`config.mk`:
```
export PLATFORM = sky130hd
export DESIGN_NAME = multi_corr_v7_flat
export DESIGN_NICKNAME = d
export VERILOG_FILES = /design/src/rtl/multi_corr_v7_if.sv /design/src/rtl/multi_corr_v7.sv /design/src/flat_wrapper.sv
export SDC_FILE = /design/constraint.sdc
export NUM_CORES = 1
export LEC_CHECK = 0
export ABC_AREA = 1
export BUFFER_PORTS_ARGS = -buffer_cell sky130_fd_sc_hd__buf_2
export CAP_MARGIN = 10
export CORE_MARGIN = 1.5
export CORE_UTILIZATION = 40
export DETAILED_ROUTE_END_ITERATION = 7
export GPL_TIMING_DRIVEN = 0
export SYNTH_ARGS = -nofsm -noshare
export SYNTH_HDL_FRONTEND = slang
export SYNTH_SLANG_ARGS = --single-unit
export TNS_END_PERCENT = 1
```
`constraint.sdc`:
```
create_clock -name clk -period 5.4 [get_ports clk]
set_clock_uncertainty 0.1 [all_clocks]
set_input_delay 0.27 -clock clk [delete_from_list [all_inputs] [get_ports clk]]
set_output_delay 0.27 -clock clk [all_outputs]
set_load 0.05 [all_outputs]
```
`src/rtl/multi_corr_v7_if.sv`:
```
// Sample/result bundle for multi_corr_v7.
// master: sample source and trigger consumer (drives IN, in_valid, acc_clr, THRESH).
// slave : correlator (drives CORR, corr_valid, ACC, acc_valid, trig).
interface multi_corr_v7_if #(
    parameter int unsigned NCHAN    = 3,
    parameter int unsigned NBITS    = 3,
    parameter int unsigned DEMUX    = 16,
    parameter int unsigned ACC_LOG2 = 3
);
    localparam int unsigned INW = NCHAN * DEMUX * NBITS;
    localparam int unsigned CW  = $clog2(DEMUX * NCHAN * NCHAN * (2 ** (2 * NBITS - 2)) + 1);
    localparam int unsigned AW  = CW + ACC_LOG2;

    logic [INW-1:0] IN;
    logic           in_valid;
    logic           acc_clr;
    logic [AW-1:0]  THRESH;
    logic [CW-1:0]  CORR;
    logic           corr_valid;
    logic [AW-1:0]  ACC;
    logic           acc_valid;
    logic           trig;

    modport master (
        output IN, in_valid, acc_clr, THRESH,
        input  CORR, corr_valid, ACC, acc_valid, trig
    );

    modport slave (
        input  IN, in_valid, acc_clr, THRESH,
        output CORR, corr_valid, ACC, acc_valid, trig
    );
endinterface

```
`src/rtl/multi_corr_v7.sv`:
```
// Multi-channel correlator: CORR = sum over slots of (sum over channels sample)^2,
// delivered through a fixed-latency valid-tagged pipeline, plus an optional
// windowed accumulator with threshold trigger (macro CORR_ACC_EN).
// Ports: clk, rst_n (async active-low), bus (multi_corr_v7_if.slave):
//   IN/in_valid samples in, acc_clr/THRESH accumulator control,
//   CORR/corr_valid result, ACC/acc_valid window sum, trig threshold pulse.
// Without CORR_ACC_EN, ACC/acc_valid are tied to 0 and trig compares CORR itself.
module multi_corr_v7 #(
    parameter int unsigned NCHAN    = 3,
    parameter int unsigned NBITS    = 3,
    parameter int unsigned DEMUX    = 16,
    parameter int unsigned DELAY    = 0,
    parameter int unsigned ACC_LOG2 = 3
) (
    input  logic             clk,
    input  logic             rst_n,
    multi_corr_v7_if.slave   bus
);
    localparam int unsigned INW   = NCHAN * DEMUX * NBITS;
    localparam int unsigned CW    = $clog2(DEMUX * NCHAN * NCHAN * (2 ** (2 * NBITS - 2)) + 1);
    localparam int unsigned AW    = CW + ACC_LOG2;
    localparam int unsigned SW    = NBITS + 2;
    localparam int unsigned LOG2D = $clog2(DEMUX);
    localparam int unsigned TL    = (LOG2D + 1) / 2;
    localparam bit          ODD   = (LOG2D % 2) == 1;
    localparam int unsigned NV    = 3 + TL + DELAY;

    logic [INW-1:0]        in_q, in_d;
    logic signed [SW-1:0]  sum_q  [DEMUX];
    logic signed [SW-1:0]  sum_d  [DEMUX];
    // Level 0 holds the squares, levels 1..TL the adder tree; node 0 of level TL is the result.
    logic [CW-1:0]         tree_q [TL+1][DEMUX];
    logic [CW-1:0]         tree_d [TL+1][DEMUX];
    logic [NV-1:0]         vld_q, vld_d;
    logic [CW-1:0]         pad    [4*DEMUX];

    // Datapath next-state: channel sums, squares and radix-4 tree levels.
    always_comb begin
        in_d = bus.IN;
        for (int unsigned s = 0; s < DEMUX; s++) begin
            logic signed [SW-1:0] acc_s;
            acc_s = '0;
            for (int unsigned c = 0; c < NCHAN; c++) begin
                acc_s = acc_s + SW'($signed(in_q[(c * DEMUX + s) * NBITS +: NBITS]));
            end
            sum_d[s] = acc_s;
        end
        for (int unsigned s = 0; s < DEMUX; s++) begin
            logic signed [2*SW-1:0] sq;
            sq = sum_q[s] * sum_q[s];
            tree_d[0][s] = CW'($unsigned(sq));
        end
        for (int unsigned i = 0; i < 4 * DEMUX; i++) pad[i] = '0;
        for (int unsigned l = 1; l <= TL; l++) begin
            // Zero-padded copy of the previous level keeps every 4j+k index in range.
            for (int unsigned i = 0; i < 4 * DEMUX; i++) pad[i] = '0;
            for (int unsigned i = 0; i < DEMUX; i++) pad[i] = tree_q[l-1][i];
            for (int unsigned j = 0; j < DEMUX; j++) begin
                tree_d[l][j] = pad[4*j] + pad[4*j+1];
                if (!(ODD && (l == TL))) begin
                    tree_d[l][j] = tree_d[l][j] + pad[4*j+2] + pad[4*j+3];
                end
            end
        end
        vld_d = {vld_q[NV-2:0], bus.in_valid};
    end

    // Pipeline registers.
    always_ff @(posedge clk or negedge rst_n) begin
        if (!rst_n) begin
            in_q  <= '0;
            vld_q <= '0;
            for (int unsigned s = 0; s < DEMUX; s++) sum_q[s] <= '0;
            for (int unsigned l = 0; l <= TL; l++) begin
                for (int unsigned j = 0; j < DEMUX; j++) tree_q[l][j] <= '0;
            end
        end else begin
            in_q  <= in_d;
            vld_q <= vld_d;
            sum_q <= sum_d;
            tree_q <= tree_d;
        end
    end

    // Optional pass-through stages after the tree.
    if (DELAY > 0) begin : g_dly
        logic [CW-1:0] dly_q [DELAY];
        logic [CW-1:0] dly_d [DELAY];

        always_comb begin
            dly_d[0] = tree_q[TL][0];
            for (int unsigned i = 1; i < DELAY; i++) dly_d[i] = dly_q[i-1];
        end

        always_ff @(posedge clk or negedge rst_n) begin
            if (!rst_n) begin
                for (int unsigned i = 0; i < DELAY; i++) dly_q[i] <= '0;
            end else begin
                dly_q <= dly_d;
            end
        end

        assign bus.CORR = dly_q[DELAY-1];
    end else begin : g_nodly
        assign bus.CORR = tree_q[TL][0];
    end

    assign bus.corr_valid = vld_q[NV-1];

    logic trig_q, trig_d;

`ifdef CORR_ACC_EN
    logic [AW-1:0]       acc_sum_q, acc_sum_d;
    logic [ACC_LOG2-1:0] cnt_q, cnt_d;
    logic [AW-1:0]       acc_q, acc_d;
    logic                acc_valid_q, acc_valid_d;
    logic [AW-1:0]       total_c;

    // Window accumulation; clear beats a coincident completing sample.
    always_comb begin
        acc_sum_d   = acc_sum_q;
        cnt_d       = cnt_q;
        acc_d       = acc_q;
        acc_valid_d = 1'b0;
        trig_d      = 1'b0;
        total_c     = acc_sum_q + AW'(bus.CORR);
        if (bus.acc_clr) begin
            acc_sum_d = '0;
            cnt_d     = '0;
        end else if (bus.corr_valid) begin
            cnt_d = cnt_q + ACC_LOG2'(1);
            if (cnt_q == {ACC_LOG2{1'b1}}) begin
                acc_d       = total_c;
                acc_valid_d = 1'b1;
                trig_d      = total_c > bus.THRESH;
                acc_sum_d   = '0;
            end else begin
                acc_sum_d = total_c;
            end
        end
    end

    always_ff @(posedge clk or negedge rst_n) begin
        if (!rst_n) begin
            acc_sum_q   <= '0;
            cnt_q       <= '0;
            acc_q       <= '0;
            acc_valid_q <= 1'b0;
            trig_q      <= 1'b0;
        end else begin
            acc_sum_q   <= acc_sum_d;
            cnt_q       <= cnt_d;
            acc_q       <= acc_d;
            acc_valid_q <= acc_valid_d;
            trig_q      <= trig_d;
        end
    end

    assign bus.ACC       = acc_q;
    assign bus.acc_valid = acc_valid_q;
`else
    logic unused_acc_clr;
    assign unused_acc_clr = bus.acc_clr;

    // Per-result threshold pulse when no accumulator is built.
    always_comb begin
        trig_d = bus.corr_valid && (AW'(bus.CORR) > bus.THRESH);
    end

    always_ff @(posedge clk or negedge rst_n) begin
        if (!rst_n) trig_q <= 1'b0;
        else        trig_q <= trig_d;
    end

    assign bus.ACC       = '0;
    assign bus.acc_valid = 1'b0;
`endif

    assign bus.trig = trig_q;
endmodule

```
`src/flat_wrapper.sv`:
```
// flat-port wrapper written by rule: the top's interface ports become plain ports
module multi_corr_v7_flat 
#(
    parameter int unsigned NCHAN    = 3,
    parameter int unsigned NBITS    = 3,
    parameter int unsigned DEMUX    = 16,
    parameter int unsigned DELAY    = 0,
    parameter int unsigned ACC_LOG2 = 3
)
  (clk, rst_n, bus_IN, bus_in_valid, bus_acc_clr, bus_THRESH, bus_CORR, bus_corr_valid, bus_ACC, bus_acc_valid, bus_trig);
  multi_corr_v7_if #(.NCHAN(NCHAN), .NBITS(NBITS), .DEMUX(DEMUX), .ACC_LOG2(ACC_LOG2)) bus_i ();
  input  logic clk;
  input  logic rst_n;
  input wire logic [$bits(bus_i.IN)-1:0] bus_IN;
  input wire logic [$bits(bus_i.in_valid)-1:0] bus_in_valid;
  input wire logic [$bits(bus_i.acc_clr)-1:0] bus_acc_clr;
  input wire logic [$bits(bus_i.THRESH)-1:0] bus_THRESH;
  output wire logic [$bits(bus_i.CORR)-1:0] bus_CORR;
  output wire logic [$bits(bus_i.corr_valid)-1:0] bus_corr_valid;
  output wire logic [$bits(bus_i.ACC)-1:0] bus_ACC;
  output wire logic [$bits(bus_i.acc_valid)-1:0] bus_acc_valid;
  output wire logic [$bits(bus_i.trig)-1:0] bus_trig;
  assign bus_i.IN = bus_IN;
  assign bus_i.in_valid = bus_in_valid;
  assign bus_i.acc_clr = bus_acc_clr;
  assign bus_i.THRESH = bus_THRESH;
  assign bus_CORR = bus_i.CORR;
  assign bus_corr_valid = bus_i.corr_valid;
  assign bus_ACC = bus_i.ACC;
  assign bus_acc_valid = bus_i.acc_valid;
  assign bus_trig = bus_i.trig;
  multi_corr_v7 #(.NCHAN(NCHAN), .NBITS(NBITS), .DEMUX(DEMUX), .DELAY(DELAY), .ACC_LOG2(ACC_LOG2)) u_core (.clk(clk), .rst_n(rst_n), .bus(bus_i));
endmodule
```
# Word level (Yosys, flattened, before mapping)
# Index checks and enable logic that the tools add are counted.
[word_totals]
word_cells = 105
reg_bits = 450
[classes]
n_reduce_logical = 1
n_mul = 16
addsub = 47
order_cmp = 1
[op_table]
columns = ["cell", "count"]
rows = [
  ["multiplier 5 x 5 -> 10 bit", 16],
  ["adder 12 x 10 -> 12 bit", 8],
  ["adder 4 x 3 -> 5 bit", 16],
  ["adder 3 x 3 -> 4 bit", 16],
  ["adder 10 x 10 -> 11 bit", 4],
  ["adder 12 bit", 3],
  ["greater-than comparator 12 x 15 -> 1 bit", 1],
  ["logical AND 1 bit", 1],
]

# Longest topological paths before layout
# Gate-level depths: netlist (run 1).
[depth]
depth_word = 3
ltp_mapped = 17
depth_no_buf = 17

# Worst setup path after synthesis (run 1)
# OpenSTA, ideal clock, no wires.
[synth_path]
path_type = "register -> register"
start = "register u_core.sum_q[9] in the netlist's numbering"
end = "register u_core.tree_q[405] in the netlist's numbering"
period_less_slack_ns = 3.476
t_arrival_ns = 3.260
required_time_ns = 5.184
setup_ns = 0.116
slack_ns = 1.924
stages_incl_launch_ff = 16
cell_sequence = "dfrtp_1 -> inv_1 -> or2_2 -> fa_1 -> inv_1 -> fa_1 -> inv_1 -> fa_1 -> inv_1 -> fa_1 -> inv_1 -> nor3_1 -> nor2_1 -> inv_1 -> nand2_1 -> nand2_1"
[synth_lines]
columns = ["element", "line_no", "text"]
rows = [
  ["from (decl)", "multi_corr_v7.sv:29", "logic signed [SW-1:0] sum_q [DEMUX];"],
  ["from (signal assigned)", "multi_corr_v7.sv:80", "sum_q <= sum_d;"],
  ["to (signal assigned)", "multi_corr_v7.sv:81", "tree_q <= tree_d;"],
  ["to (decl)", "multi_corr_v7.sv:32", "logic [CW-1:0] tree_q [TL+1][DEMUX];"],
]

==> flow_metrics.py, run 1 <==
metrics = {
    "run_status": {
        "outcome": "completed",
    },
    "yosys": {
        "yosysWarnings": 0,
        "syn_inst": 3544,
        "synth_cell_types": 30,
        "ys.flop_type": "dfrtp_1",
        "async_reset_ff_share_pct": 100,
        "synth_edf_count": 0,
        "syn_area_um2": 32800,
        "ys_ff_latch": 434,
        "synth_area_per_cell_um2": 9.25,
        "synth.yosys.seq_area_share_pct": 33.1,
    },
    "job": {
        "maxCapViolCount": 0,
    },
    "hold_path": {
        "worst_hold_path_type": "primary input to register",
        "holdPathStages": 8,
    },
    "sta": {
        "drv_slew": 0,
        "rsz0062_at_grt": "no",
        "max_freq_ghz": 0.271,
        "post-route-min-period_ns": 3.69,
        "slew_headroom_pct": 48.1,
        "setup_viol": 0,
        "min_period_over_period_pct": 68.2,
        "worst_slew_pin_slew_ns": 0.779,
        "hold_violations": 0,
        "setup_ws_ns": 1.71,
    },
    "clocking": {
        "cts_tree": "built",
        "cts_inserted_buffers": 53,
        "ctsResizeCount": 0,
        "cts_setup_buffers": 0,
        "max-clock-path-buffers": 3,
        "clk_latency_ns": 0.60,
        "root_buffer": "clkbuf_16",
        "clock_sinks": 434,
        "cts-htree-levels": 2,
        "clkTransAtPathRegs_ns": 0.06,
    },
    "placement": {
        "port_buffers": 175,
        "place_congestion": 0.834,
        "place_hpwl_mm": 44.2,
        "dp_slack_ns": 1.70,
    },
    "floorplan": {
        "num_rows": 104,
        "fp.coreArea_um2": 80800,
        "dieArea_um2": 83700,
        "dieHeight_um": 289,
        "die_x_um": 289,
        "ios": 193,
        "initial_core_util_pct": 40.6,
    },
    "detailed_routing": {
        "via_count": 21800,
        "ant_nets": 0,
        "routed_wl_mm": 56.6,
        "avgViaCountPerCell": 4.32,
        "dr.pass1.iters": 6,
        "wl_per_cell_um": 11.2,
        "drc": 0,
        "initialDrtViolationCount": 687,
    },
    "global_route": {
        "grt_overflow_total": 0,
        "grt_use_total_pct": 14.4,
        "antenna_found_initial": 0,
        "grt_pass1_wl_mm": 100,
        "grt_max_degree": 115,
        "first_global_vias": 22500,
    },
    "layout": {
        "final_cell_mix": "1,055 x inv_1, 614 x nand2_1, 434 x dfrtp_1, 345 x fa_1, 333 x ha_1",
        "antenna_cells": 0,
        "area_growth_pct": 17.8,
        "final_common_cell": "inv_1",
        "nFillCells": 7528,
        "nets": 4790,
        "drive_gt1_share_pct": 7.87,
    },
    "worst_setup_path": {
        "end_kind": "register",
        "critical_path.startpoint_type": "register",
        "cp.required_ns": 5.78,
        "path_class": "register to register",
        "rr_worst_depth": 15,
        "path_max_fanout": 7,
        "worst_ep_arrival_time_ns": 4.06,
    },
}
[timing repair]
item,in CTS,in global routing
endpoints found under the hold margin,244,0
hold buffers,148,0
setup endpoints to repair,0,0
[state kept, by name, indices dropped and copies added (netlist names)]
| name | cells |
|---|---|
| u_core.vld_q | 5 |
| u_core.tree_q | 144 |
| u_core.in_q | 144 |
| u_core.bus.trig | 1 |
| u_core.bus.CORR | 12 |
| u_core.sum_q | 80 |
| u_core.pad | 48 |
[synth_stat cells, drive strengths merged, types with 2 or more instances]
cell type  count  area [um2]
inv         1055        3960
nand2        616        2320
dfrtp        434       10900
fa           345        6910
ha           333        4170
nand3        129         656
nor2         126         475
a21oi        102         526
xor2          88         771
xnor2         70         613
o21ai         64         339
nand4         45         282
nor3          31         155
buf           28         210
a21o          20         150
a31oi         17         106
nand3b        15         113
o21bai        14         113
a21boi         3        22.5
o211ai         3        22.5
or2            3        18.8
conb           2        7.51
[final cells by class]
| class | instances | area [um2] | share of cell area, % |
|---|---|---|---|
| timing repair buffer | 326 | 2450 | 6.34 |
| clock inverter | 27 | 463 | 1.20 |
| tap | 1060 | 1330 | 3.43 |
| multi-input combinational | 2051 | 17900 | 46.2 |
| inverter | 1055 | 3960 | 10.3 |
| buffer | 28 | 210 | 0.544 |
| clock buffer | 69 | 1500 | 3.88 |
| sequential | 434 | 10900 | 28.1 |
[path summary, 6_finish.rpt]
check	startpoint	endpoint	slack (ns)
min in group asynchronous	rst_n	u_core.in_q[139]	0.19
min	bus_THRESH[12]	u_core.bus.trig	0.11
max reg2reg	u_core.sum_q[9]	u_core.tree_q[405]	1.71
min reg2reg	u_core.vld_q[3]	u_core.vld_q[4]	0.24
max in group asynchronous	rst_n	u_core.sum_q[57]	3.45
max	u_core.sum_q[9]	u_core.tree_q[405]	1.71
[per-stage QoR]
step	hold WS [ns]	std cells	util, %	setup TNS [ns]	instance area (um2)
after floorplan	-0.126	3568	-	0	32900
after global placement	0.236	4803	43.4	-2101.51	35100
after detailed placement	0.236	4806	43.5	0	35200
after CTS	0.0486	5050	47.8	0	38600
after global routing	0.148	5050	47.8	0	38600
final	0.106	5050	47.8	0	38600
[worst max-delay path, stage by stage, from the launching register on]
cell and delay [ns]:
dfrtp_1 0.49, inv_1 0.08, or2_2 0.29, fa_1 0.50, inv_1 0.06, fa_1 0.53, inv_1 0.05, fa_1 0.49
inv_1 0.07, fa_1 0.45, inv_1 0.10, nor3_1 0.05, nor2_1 0.14, inv_1 0.05, nand2_1 0.06, nand2_1 0.05
[cells by family (layout without fill, tap and decap cells)]
family / after synthesis / in the layout / synth area share (%)
AOI/OAI and AO/OA: 223 / 223 / 3.90
xor gates and xnor gates: 158 / 158 / 4.22
adders and majority gates: 678 / 678 / 33.8
buffers and inverters: 1083 / 1505 / 12.7
DFF: 434 / 434 / 33.1
other: 2 / 26 / 0.0229
and+or+nand+nor: 966 / 966 / 12.3
[per-layer routing]
layer | vias to the layer above | routed length, um | track usage (%)
li1 | 11300 | - | -
met2 | 223 | 27800 | 25.2
met3 | 70 | 1630 | 1.87
met4 | 0 | 1140 | 3.70
met5 | - | 0 | 0
met1 | 10200 | 26100 | 18.7
Power of run 1 is left out: the tool's default activity adds up to more than one toggle a clock period on the data nets, which glitch-free logic cannot reach.
==> inputs of run 2 (changes only) <==
--- a/config.mk
+++ b/config.mk
@@ -5,7 +5,7 @@
 export SDC_FILE = /design/constraint.sdc
 export NUM_CORES = 1
 export LEC_CHECK = 0
-export ABC_AREA = 1
+export ABC_AREA = 0
 export BUFFER_PORTS_ARGS = -buffer_cell sky130_fd_sc_hd__buf_2
 export CAP_MARGIN = 10
 export CORE_MARGIN = 1.5
==> constraint.sdc (replaced) <==
create_clock -name clk -period 3.2 [get_ports clk]
set_clock_uncertainty 0.1 [all_clocks]
set_input_delay 0.16 -clock clk [delete_from_list [all_inputs] [get_ports clk]]
set_output_delay 0.16 -clock clk [all_outputs]
set_load 0.05 [all_outputs]
==> run 2 against run 1 <==
The flow now finishes with violations (setup timing). Synthesized cell count is 20% lower. Core utilization rose by 1.3 points. Sequential cell count did not move. Clock-buffer cell count up 6.
==> flow_metrics.py, run 2 <==
metrics = {
    "worst_setup_path": {
        "cpPeakStageDelay_ns": 0.53,
        "end_kind": "register",
        "critical-path-top-delay-family": "adder cells",
        "critPathBufInv": 3,
        "crit_top_cell": "fa_1",
        "worst_ep_arrival_time_ns": 3.90,
        "cp.required_ns": 3.59,
        "crit_path_cell_trace": "nand2b_4 -> fa_1 -> inv_1 -> fa_1 -> inv_1 -> fa_1 -> inv_2 -> fa_2 -> a21o_1 -> a21oi_2 -> o21bai_1 -> a21oi_2 -> xnor2_1",
        "path_max_fanout": 3,
        "slowest_stage": "fa_1",
        "critical_path.startpoint_type": "register",
        "path_class": "register to register",
    },
    "sta": {
        "rsz0062_at_grt": "yes",
        "hold_violations": 0,
        "max_freq_ghz": 0.285,
        "holdWs_ns": 0.0940,
        "slew_headroom_pct": 59.5,
        "setup_viol": 43,
        "worst_slew_pin_slew_ns": 0.608,
        "min_period_over_period_pct": 110,
        "drv_slew": 0,
        "post-route-min-period_ns": 3.51,
        "setup_ws_ns": -0.305,
    },
    "placement": {
        "dpl.cell_count": 4082,
        "place_congestion": 0.778,
        "port_buffers": 175,
        "dp_slack_ns": -0.441,
        "place_hpwl_mm": 39.8,
        "dpl_cell_area_um2": 33800,
    },
    "floorplan": {
        "die_x_um": 282,
        "dieArea_um2": 79600,
        "initial_core_util_pct": 40.3,
        "num_rows": 102,
        "dieHeight_um": 282,
        "ios": 193,
        "fp.coreArea_um2": 77300,
    },
    "yosys": {
        "synth_top_cell_by_area": "dfrtp_1",
        "ys_top_cells_by_count": "742 x inv_1, 434 x dfrtp_1, 345 x fa_1, 333 x ha_1, 174 x xnor2_1",
        "yosys-top-cells-area": "dfrtp_1 35%, fa_1 22%, ha_1 13%",
        "ys.flop_type": "dfrtp_1",
        "synth_cell_types": 47,
        "async_reset_ff_share_pct": 100,
        "synth_top_area_share_pct": 34.8,
        "syn_inst": 2839,
        "synth_area_per_cell_um2": 11.0,
        "synth_edf_count": 0,
        "ys_ff_latch": 434,
        "synth.yosys.seq_area_share_pct": 34.8,
        "yosysMostFrequentCell": "inv_1",
        "syn_area_um2": 31200,
        "yosysWarnings": 0,
    },
    "run_status": {
        "violations": "setup timing",
        "outcome": "finished, violations left",
    },
    "detailed_routing": {
        "initialDrtViolationCount": 462,
        "ant_nets": 0,
        "dr.pass1.iters": 4,
        "via_count": 19000,
        "wl_per_cell_um": 12.1,
        "routed_wl_mm": 52.8,
        "drc": 0,
        "avgViaCountPerCell": 4.34,
    },
    "layout": {
        "finalNonFillerCells": 4369,
        "nFillCells": 7045,
        "drive_gt1_share_pct": 17.2,
        "top_regs": "u_core.in_q x144, u_core.tree_q x144, u_core.sum_q x80",
        "area_growth_pct": 21.8,
        "finalInstanceArea_um2": 38000,
        "nets": 4128,
        "final_common_cell": "inv_1",
        "final_cell_mix": "723 x inv_1, 365 x dfrtp_1, 329 x fa_1, 309 x ha_1",
        "antenna_cells": 0,
    },
    "global_route": {
        "first_global_vias": 20300,
        "grt_pass1_wl_mm": 92.5,
        "grt_overflow_total": 0,
        "gr-usage-met1_pct": 18.3,
        "grt_util_met2_pct": 24.4,
        "busiest_layer": "met2",
        "grt_max_degree": 110,
        "grt_use_total_pct": 14.0,
        "grtUsageMet3_pct": 2.31,
        "antenna_found_initial": 0,
    },
    "clocking": {
        "clock_sinks": 434,
        "cts_tree": "built",
        "clkTransAtPathRegs_ns": 0.06,
        "max-clock-path-buffers": 3,
        "cts-htree-levels": 2,
        "root_buffer": "clkbuf_16",
        "clk_latency_ns": 0.60,
        "cts_inserted_buffers": 54,
    },
    "hold_path": {
        "worst_hold_path_type": "primary input to register",
    },
    "job": {
        "maxCapViolCount": 0,
    },
}
run 2: cell count changes in the layout (fill, tap and decap cells not counted), moves of 50 or more:
cell | previous run | this run
xor2_1 | 88 | 38
dfrtp_2 | 0 | 69
and2_1 | 0 | 97
inv_1 | 1055 | 723
xnor2_1 | 70 | 174
dfrtp_1 | 434 | 365
nor2_1 | 125 | 51
nand2_1 | 614 | 100
nand3_1 | 127 | 23
run 2: through the flow:
step,setup TNS [ns],utilization [%]
after floorplan,-4.23,-
after global placement,-3045.40,43.6
after detailed placement,-16.11,43.7
after CTS,-9.78,48.6
after global routing,-17.86,49.1
final,-7.63,49.1
run 2: cells by family after synthesis:
group / share of synthesized area [%]
adders and majority gates: 35.5
xor gates and xnor gates: 5.99
other: 0.0241
muxes: 0.289
and+or+nand+nor: 6.79
DFF: 34.8
buffers and inverters: 9.61
AOI/OAI and AO/OA: 6.93
run 2: area by class of cell:
| type | instances | area [um2] | share of cell area [%] |
|---|---|---|---|
| Clock buffer | 75 | 1580 | 4.17 |
| Buffer | 28 | 210 | 0.554 |
| Timing Repair Buffer | 368 | 2810 | 7.40 |
| Multi-Input combinational cell | 1659 | 18000 | 47.5 |
| Sequential cell | 434 | 10900 | 28.8 |
| Tap cell | 1040 | 1300 | 3.43 |
| Clock inverter | 23 | 308 | 0.811 |
| Inverter | 742 | 2790 | 7.34 |
run 2: final timing paths:
check                                 start            endpoint  slack (ns)  cells past startpoint
setup / recovery           u_core.sum_q[15]  u_core.tree_q[429]       -0.31                     13
hold / removal                    bus_IN[6]      u_core.in_q[6]        0.09                      2
setup reg to reg           u_core.sum_q[15]  u_core.tree_q[429]       -0.31                     13
hold reg to reg             u_core.vld_q[1]     u_core.vld_q[2]        0.25                      0
max in group asynchronous             rst_n    u_core.sum_q[39]        1.11                      5
min in group asynchronous             rst_n     u_core.sum_q[2]        0.51                      3
run 2: repair_timing:
action	in CTS	in global routing
gates resized for setup	85	89
cloned	0	0
setup buffers	23	14
hold buffers	152	0
pin swaps	64	48
setup endpoints to repair	79	87
endpoints found under the hold margin	391	0
run 2: routing by layer:
| metal | vias up | wire length [um] |
|---|---|---|
| met5 | - | 0 |
| met4 | 0 | 960 |
| met3 | 58 | 1760 |
| met2 | 178 | 25600 |
| met1 | 9208 | 24400 |
| li1 | 9534 | - |
run 2: worst reg2reg max path: stages (launching register included):
cell and delay (ns):
dfrtp_2 0.42, nand2b_4 0.14, fa_1 0.47, inv_1 0.05
fa_1 0.53, inv_1 0.05, fa_1 0.48, inv_2 0.05
fa_2 0.34, a21o_1 0.18, a21oi_2 0.16, o21bai_1 0.11
a21oi_2 0.15, xnor2_1 0.17
Power of run 2 is left out for the same reason.
==> inputs of run 3 (changes only) <==
--- a/config.mk
+++ b/config.mk
@@ -12,6 +12,7 @@
 export CORE_UTILIZATION = 40
 export DETAILED_ROUTE_END_ITERATION = 7
 export GPL_TIMING_DRIVEN = 0
+export RECOVER_POWER = 50
 export SYNTH_ARGS = -nofsm -noshare
 export SYNTH_HDL_FRONTEND = slang
 export SYNTH_SLANG_ARGS = --single-unit
==> run 3 against run 2 <==
The flow still finishes with violations (setup timing). Clock-buffer cell count unchanged. Global-route usage did not move. Setup slack got worse by 0.0050 ns. Critical endpoint is now u_core.tree_q[452]. Worst hold slack barely moved. Non-clock buffer count unchanged. Register-to-register slack is essentially flat. Via count hardly changed. Largest cell class unchanged.
==> flow_metrics.py, run 3 (synthesis gave the netlist of run 2 again) <==
metrics = {
    "clocking": {
        "root_buffer": "clkbuf_16",
        "cts_tree": "built",
        "clk_latency_ns": 0.60,
        "clkTransAtPathRegs_ns": 0.06,
        "clock_sinks": 434,
        "max-clock-path-buffers": 3,
        "cts_inserted_buffers": 54,
        "cts-htree-levels": 2,
    },
    "worst_setup_path": {
        "reg2reg_slack_ns": -0.31,
        "end_kind": "register",
        "cp-startpoint": "u_core.sum_q[25]",
        "worst_ep_arrival_time_ns": 3.92,
        "critical_path.startpoint_type": "register",
        "timing.rr.end": "u_core.tree_q[452]",
        "cp.required_ns": 3.61,
        "reg2reg_from": "u_core.sum_q[25]",
        "path_max_fanout": 8,
        "rr_worst_depth": 11,
        "path_class": "register to register",
    },
    "run_status": {
        "violations": "setup timing",
        "outcome": "finished, violations left",
    },
    "layout": {
        "nets": 4128,
        "area_growth_pct": 21.5,
        "utilization_pct": 48.9,
        "drive_gt1_share_pct": 16.6,
        "top_regs": "u_core.in_q x144, u_core.tree_q x144, u_core.sum_q x80",
        "final_common_cell": "inv_1",
        "antenna_cells": 0,
        "finalInstanceArea_um2": 37900,
        "final_cell_mix": "723 x inv_1, 370 x dfrtp_1, 329 x fa_1, 309 x ha_1, 174 x xnor2_1",
    },
    "sta": {
        "rsz0062_at_grt": "yes",
        "setup_viol": 44,
        "slew_headroom_pct": 15.3,
        "post-route-min-period_ns": 3.51,
        "fin_tns_setup_ns": -7.88,
        "hold_violations": 0,
        "drv_slew": 0,
        "min_period_over_period_pct": 110,
        "worst_slew_pin_slew_ns": 1.27,
        "holdWs_ns": 0.0936,
        "max_freq_ghz": 0.285,
        "setup_ws_ns": -0.310,
    },
    "placement": {
        "dpl_cell_area_um2": 33800,
        "place_congestion": 0.778,
        "place_hpwl_mm": 39.8,
        "port_buffers": 175,
    },
    "floorplan": {
        "dieArea_um2": 79600,
        "fp.coreArea_um2": 77300,
        "dieHeight_um": 282,
        "die_x_um": 282,
        "initial_core_util_pct": 40.3,
        "num_rows": 102,
        "ios": 193,
    },
    "detailed_routing": {
        "dr.pass1.iters": 4,
        "via_count": 19000,
        "drc": 0,
        "routed_wl_mm": 52.8,
        "initialDrtViolationCount": 469,
        "avgViaCountPerCell": 4.34,
        "wl_per_cell_um": 12.1,
        "ant_nets": 0,
    },
    "global_route": {
        "grt_pass1_wl_mm": 92.5,
        "grt_max_degree": 110,
        "antenna_found_initial": 0,
        "grt_use_total_pct": 14.0,
        "grt_overflow_total": 0,
        "first_global_vias": 20300,
    },
    "hold_path": {
        "holdPathStages": 2,
        "hold_start": "bus_IN[6]",
        "holdPathEnd": "u_core.in_q[6]",
        "worst_hold_path_type": "primary input to register",
    },
    "job": {
        "maxCapViolCount": 0,
    },
}
## run 3: changes by cell type in the layout (fill, tap and decap cells not counted), sizes merged
| cell | previous run | this run |
|---|---|---|
| buf | 245 | 225 |
| clkbuf | 75 | 95 |
## run 3: layer usage
| metal | track usage [%] | wire length, um |
|---|---|---|
| met1 | 18.3 | 24500 |
| met5 | 0 | 0 |
| met4 | 3.25 | 960 |
| met2 | 24.4 | 25600 |
| met3 | 2.31 | 1740 |
## run 3: timing repair
action,in CTS,in global routing
endpoints found under the hold margin,391,0
endpoints found under the setup margin,79,87
setup buffers,23,14
pin swaps,64,48
gates resized for setup,85,89
hold buffers,152,0
## run 3: worst max path at each step
stage                               to
global route        u_core.tree_q[560]
global placement      u_core.sum_q[29]
CTS                 u_core.tree_q[489]
floorplan           u_core.tree_q[429]
detailed placement  u_core.tree_q[561]
finish              u_core.tree_q[452]
## run 3: worst max-delay path, stage by stage (launching register included)
cell and delay [ns]:
dfrtp_1 0.47, nand2b_1 0.20, fa_1 0.50, fa_1 0.55
inv_1 0.05, fa_1 0.49, ha_1 0.31, a21o_1 0.16
a21oi_2 0.18, o21bai_1 0.09, a21oi_1 0.17, xnor2_1 0.14
## run 3: area by class of cell
type | instances | area [um2]
fill | 7056 | 39500
buffer | 28 | 210
multi-input combinational | 1659 | 18000
clock buffer | 75 | 1580
clock inverter | 23 | 308
timing repair buffer | 368 | 2710
tap | 1040 | 1300
sequential | 434 | 10900
inverter | 742 | 2790
## run 3: through the flow
step / setup slack (ns) / std cells
after floorplan: -0.150 / 2863
final: -0.310 / 4369
after global placement: -7.90 / 4078
after global routing: -0.464 / 4369
after CTS: -0.346 / 4355
after detailed placement: -0.441 / 4082
Power of run 3 is left out for the same reason.
